File: config.mk
export PLATFORM = sky130hd
export DESIGN_NAME = booth_norm_round
export DESIGN_NICKNAME = d
export VERILOG_FILES = /design/src/rtl/booth_norm_round.sv
export SDC_FILE = /design/constraint.sdc
export NUM_CORES = 1
export LEC_CHECK = 0
export CAP_MARGIN = 5
export CORE_UTILIZATION = 45
export CTS_BUF_LIST = sky130_fd_sc_hd__clkbuf_8
export CTS_CLUSTER_DIAMETER = 30
export DETAILED_ROUTE_END_ITERATION = 7
export GPL_TIMING_DRIVEN = 0
export HOLD_SLACK_MARGIN = 0.05
export PLACE_DENSITY = 0.8
export SLEW_MARGIN = 25
export SYNTH_ARGS = -nofsm -noshare
export SYNTH_HDL_FRONTEND = slang
export SYNTH_SLANG_ARGS = --single-unit
File: constraint.sdc
create_clock -name clk_i_norm -period 8 [get_ports clk_i_norm]
set_clock_uncertainty 0.15 [all_clocks]
set_input_delay 2.4 -clock clk_i_norm [delete_from_list [all_inputs] [get_ports clk_i_norm]]
set_output_delay 2.4 -clock clk_i_norm [all_outputs]
set_load 0.02 [all_outputs]
File: src/rtl/booth_norm_round.sv
// booth_norm_round
// Takes one frame of three unsigned 2.46 products (R, G, B) from the Booth
// multiplier. Each product is normalised to a 1.23 mantissa with an exponent
// adjust and then rounded. The three channels leave serially, R then G then B,
// over a valid/ready stream.
// Build option: define NORM_ROUND_RNE_EN for round-to-nearest-even.
// When the macro is not defined, the block truncates.
module booth_norm_round #(
  parameter int MANTISSA_WIDTH = 23,
  parameter int PROD_WIDTH     = 2*MANTISSA_WIDTH+2
) (
  input  logic                      clk_i_norm,
  input  logic                      rst_i_norm,
  input  logic                      in_valid_i,
  output logic                      in_ready_o,
  input  logic [PROD_WIDTH-1:0]     fixed_multiplication_result_Red_i,
  input  logic [PROD_WIDTH-1:0]     fixed_multiplication_result_Green_i,
  input  logic [PROD_WIDTH-1:0]     fixed_multiplication_result_Blue_i,
  output logic                      out_valid_o,
  input  logic                      out_ready_i,
  output logic [1:0]                out_channel_o,
  output logic [MANTISSA_WIDTH:0]   out_mantissa_o,
  output logic [1:0]                out_exp_adj_o,
  output logic                      out_zero_o,
  output logic                      out_inexact_o,
  output logic                      frame_done_o
);

  localparam int MANT_W   = MANTISSA_WIDTH + 1;
  // Guard bit position when the product MSB is set. It is one lower otherwise.
  localparam int GUARD_HI = PROD_WIDTH - MANT_W - 1;

  typedef enum logic [1:0] {IDLE, CALC, OUT} state_t;

  state_t                state_q, state_nxt;
  logic [1:0]            ch_q;
  logic [PROD_WIDTH-1:0] prod_r_q, prod_g_q, prod_b_q;
  logic [MANT_W-1:0]     mant_q;
  logic [1:0]            exp_adj_q;
  logic                  zero_q, inexact_q;

  logic                  capture, transfer, last_ch;
  logic [PROD_WIDTH-1:0] prod_sel;
  logic [MANT_W-1:0]     mant_norm, mant_rnd;
  logic [MANT_W:0]       mant_sum;
  logic                  guard, sticky, rnd_inc;
  logic [1:0]            exp_norm, exp_rnd;

  assign capture  = (state_q == IDLE) && in_valid_i;
  assign transfer = (state_q == OUT) && out_ready_i;
  assign last_ch  = (ch_q == 2'd2);

  // Next-state logic for the IDLE -> CALC -> OUT word sequencer.
  always_comb begin
    // NOTE: the default assignment comes first, so every path assigns
    // state_nxt and no latch is inferred.
    state_nxt = state_q;
    unique case (state_q)
      IDLE:    if (in_valid_i) state_nxt = CALC;
      CALC:    state_nxt = OUT;
      OUT:     if (out_ready_i) state_nxt = last_ch ? IDLE : CALC;
      default: state_nxt = IDLE;
    endcase
  end

  // Select the product that belongs to the current channel.
  always_comb begin
    prod_sel = prod_b_q;
    unique case (ch_q)
      2'd0:    prod_sel = prod_r_q;
      2'd1:    prod_sel = prod_g_q;
      default: prod_sel = prod_b_q;
    endcase
  end

  // Normalise to 1.23. The guard and sticky bits come from the bits that are
  // shifted out.
  always_comb begin
    if (prod_sel[PROD_WIDTH-1]) begin
      mant_norm = prod_sel[PROD_WIDTH-1 -: MANT_W];
      guard     = prod_sel[GUARD_HI];
      sticky    = |prod_sel[GUARD_HI-1:0];
      exp_norm  = 2'd1;
    end else begin
      // An input below 1.0 is illegal upstream. It still takes this path, with
      // no left shift.
      mant_norm = prod_sel[PROD_WIDTH-2 -: MANT_W];
      guard     = prod_sel[GUARD_HI-1];
      sticky    = |prod_sel[GUARD_HI-2:0];
      exp_norm  = 2'd0;
    end
  end

  // Round the mantissa. A carry out of the mantissa wraps to 1.0 and bumps
  // the exponent.
  always_comb begin
`ifdef NORM_ROUND_RNE_EN
    rnd_inc = guard && (sticky || mant_norm[0]);
`else
    rnd_inc = 1'b0;
`endif
    mant_sum = {1'b0, mant_norm} + {{MANT_W{1'b0}}, rnd_inc};
    if (mant_sum[MANT_W]) begin
      mant_rnd = {1'b1, {MANTISSA_WIDTH{1'b0}}};
      exp_rnd  = exp_norm + 2'd1;
    end else begin
      mant_rnd = mant_sum[MANT_W-1:0];
      exp_rnd  = exp_norm;
    end
  end

  // Product holding registers. They are only loaded on capture.
  // NOTE: these data registers are deliberately left without a reset. They are
  // never observed before a capture writes them, so a reset would only cost
  // area.
  always_ff @(posedge clk_i_norm) begin
    if (capture) begin
      prod_r_q <= fixed_multiplication_result_Red_i;
      prod_g_q <= fixed_multiplication_result_Green_i;
      prod_b_q <= fixed_multiplication_result_Blue_i;
    end
  end

  // Control state, channel counter and the registered output word.
  always_ff @(posedge clk_i_norm) begin
    // NOTE: non-blocking assignments keep every register updating from
    // pre-edge values, whatever order the statements are in.
    if (rst_i_norm) begin
      state_q   <= IDLE;
      ch_q      <= 2'd0;
      mant_q    <= '0;
      exp_adj_q <= 2'd0;
      zero_q    <= 1'b0;
      inexact_q <= 1'b0;
    end else begin
      state_q <= state_nxt;
      if (capture) begin
        ch_q <= 2'd0;
      end else if (transfer && !last_ch) begin
        ch_q <= ch_q + 2'd1;
      end
      if (state_q == CALC) begin
        mant_q    <= mant_rnd;
        exp_adj_q <= exp_rnd;
        zero_q    <= (prod_sel == '0);
        inexact_q <= guard | sticky;
      end
    end
  end

  assign in_ready_o     = (state_q == IDLE);
  assign out_valid_o    = (state_q == OUT);
  assign out_channel_o  = ch_q;
  assign out_mantissa_o = mant_q;
  assign out_exp_adj_o  = exp_adj_q;
  assign out_zero_o     = zero_q;
  assign out_inexact_o  = inexact_q;
  // The frame ends in the same cycle the B word is accepted. A reset suppresses it.
  assign frame_done_o   = transfer && last_ch && !rst_i_norm;

endmodule

==> out/metrics.yaml <==
drt_drc_violations_left: 0
insertedDiodeCount: 0
effective_utilization_at_floorplan_pct: 46.1
syn-mean-instance-area_um2: 14.7
share_of_the_cycle_needed_by_the_critical_path_after_routing_pct: 78.2
placedCellCount: 795
die_w_um: 121
layout_commonest_cell: "sky130_fd_sc_hd__clkdlybuf4s50_1"
place.port_buffers: 178
fin_tns_setup_ns: 0
synth_sequential_area_ratio_pct: 77.3
floorplan.die.height_um: 121
period_needed_ns: 6.25
yosysUniqueCellTypes: 37
synth-warning-count: 0
n_fill_cell: 1068
synth_nets: 586
netlist_instances: 435
design.portCount: 181
postSynthRegisterBits: 175
grt_max_degree: 63
syn2layout_area_growth_pct: 37.7
cts_resized: 0
clock_latency_ns: 0.44
worst-endpoint-required_ns: 5.45
synth-async-reset-ratio_pct: 0
dpl_cell_area_um2: 8460
max_cap_violations: 0
drt_iter0_drc: 240
cts_setup_buffers: 0
detailroute.via_count: 4284
cts.sink_count: 175
crit_path_start_kind: "input pin"
routabilityCongestion: 0.829
viasPerCell: 5.19
cts_max_level: 4
main_flop_type_after_synthesis: "sky130_fd_sc_hd__edfxtp_1"
run_status: "finished clean"
power_per_cell_area_nw_per_um2: 209
netlist_area_um2: 6390
drtPass1Iterations: 5
worstPathMaxFanout: 3
root_buffer: "sky130_fd_sc_hd__clkbuf_8"
tritoncts: "done"
overflow: 0
leakagePower_nw: 3.00
timing.critical_path.arrival_ns: 3.70
wire_per_inst_um: 17.4
final_cell_mix: "sky130_fd_sc_hd__clkdlybuf4s50_1 (178), sky130_fd_sc_hd__edfxtp_1 (144), sky130_fd_sc_hd__nand2_1 (71), sky130_fd_sc_hd__a21oi_1 (46), sky130_fd_sc_hd__dfxtp_1 (31)"
number_of_enable_flip_flop_cells_after_synthesis: 144
count_of_endpoints_failing_hold_in_the_final_timing_report: 0
finalCoreUtilization_pct: 63.4
max-vdd-ir-drop_uv: 118
type_of_element_capturing_the_critical_path: "primary output"
holdCritPathClass: "reg2reg"
final-max-slew-violation-count: 0
fmax_mhz: 160
setup_failing_eps_final: 0
cts.hold.buffers_added: 0
timing.max_slew.rel_slack_pct: 65.8
std_cell_rows: 43
first_pass_grt_wire_length_mm: 21.7
floorplan.die_area_um2: 14700
slew_worst_pin_ns: 0.513
finalNetCount: 785
final_ant_viol_nets: 0
antenna_violations_before_repair: 0
dp_hpwl_mm: 10.7
path_clk_slew_ns: 0.08
design.core.area_um2: 13900
design_area_um2: 8800
cts.path.max_buffers: 2
timing.setup.critical_path_class: "in2out"
routed_wirelength_mm: 14.3
final-instance-count-excl-fill: 825
post_route_cells_drive_above_1_share_pct: 8.53
via_count_of_the_first_global_routing_pass: 4315
number_of_buffers_created_by_cts: 17
unrepaired_setup_endpoints_after_global_routing: "false"
globalRouteTotalUtil_pct: 20.2
## path summary, 6_finish.rpt
path	startpoint	end	slack [ns]	depth (start not counted)
min	out_mantissa_o[4]	out_mantissa_o[4]	0.31	2
min reg2reg	out_mantissa_o[4]	out_mantissa_o[4]	0.31	2
max	out_ready_i	frame_done_o	1.75	4
max reg2reg	out_channel_o[0]	out_zero_o	5.53	10
## state kept, by name, summed over array words and instances, names as in the netlist
register / cells
prod_b_q: 48
prod_g_q: 48
prod_r_q: 48
out_mantissa_o: 24
out_channel_o: 2
state_q: 2
out_exp_adj_o: 1
out_inexact_o: 1
out_zero_o: 1
## per-stage QoR
stage,power [mW],hold WS (ns),setup WS [ns]
after detailed placement,1.32,0.298,1.74
after floorplan,1.19,0.313,1.61
after global placement,1.31,0.291,0.175
final,1.84,0.306,1.75
after global routing,1.92,0.328,1.66
after CTS,1.86,0.308,1.73
## layer usage
metal,routed length (um),vias up,GRT usage [%]
met4,321,0,8.41
met5,0,-,0
met3,911,22,4.79
met1,5810,2048,25.2
met2,7270,177,33.7
li1,-,2037,-
## cell families after synthesis
logic type,Yosys count,share of synthesized area (%)
flops,175,77.3
simple gates,143,10.5
compound gates,86,8.94
buf+inv,25,2.33
fa+ha+maj,3,0.587
other cells,1,0.0587
xor+xnor,1,0.137
mux,1,0.157
## critical path: stages
cell and delay, ns:
sky130_fd_sc_hd__clkdlybuf4s50_1 0.49, sky130_fd_sc_hd__nand3_1 0.08, sky130_fd_sc_hd__nor2_1 0.11, sky130_fd_sc_hd__clkdlybuf4s50_1 0.62
## power breakdown
group	switching [mW]	internal, mW
Combinational	0.105	0.114
Clock	0.281	0.264
Sequential	0.0198	1.06
Total	0.406	1.44
## Yosys cell counts, types with 2 or more instances
cell type,instances,area share (%)
sky130_fd_sc_hd__edfxtp_1,144,68
sky130_fd_sc_hd__nand2_1,71,4.2
sky130_fd_sc_hd__a21oi_1,46,3.6
sky130_fd_sc_hd__dfxtp_1,31,9.7
sky130_fd_sc_hd__nand3_1,19,1.5
sky130_fd_sc_hd__nor4_1,15,1.5
sky130_fd_sc_hd__a22o_2,13,2.0
sky130_fd_sc_hd__clkbuf_1,11,0.65
sky130_fd_sc_hd__nor2_1,11,0.65
sky130_fd_sc_hd__a22o_1,10,1.4
sky130_fd_sc_hd__nand4_1,9,0.88
sky130_fd_sc_hd__nor3_1,6,0.47
sky130_fd_sc_hd__buf_2,5,0.39
sky130_fd_sc_hd__o211ai_1,5,0.59
sky130_fd_sc_hd__buf_6,4,0.70
sky130_fd_sc_hd__ha_1,3,0.59
sky130_fd_sc_hd__nor2b_1,3,0.29
sky130_fd_sc_hd__a211oi_1,2,0.23
sky130_fd_sc_hd__a21o_1,2,0.23
sky130_fd_sc_hd__a21oi_2,2,0.27
sky130_fd_sc_hd__a22oi_1,2,0.23
sky130_fd_sc_hd__and2_1,2,0.20
sky130_fd_sc_hd__buf_4,2,0.23
sky130_fd_sc_hd__inv_1,2,0.12
sky130_fd_sc_hd__nand2b_1,2,0.20
sky130_fd_sc_hd__o21ai_0,2,0.16
## final cells by class
cell class	instances	area [um^2]	share of cell area, %
multi-input cells	235	1300	14.8
plain buffers	23	141	1.61
clock inverters	13	109	1.24
flip-flops and latches	175	4940	56.2
clock buffers	17	234	2.66
well taps	180	225	2.56
repair buffers	180	1840	20.9
inverters	2	7.51	0.0853
No activity file was read; power rests on OpenSTA's default activity.
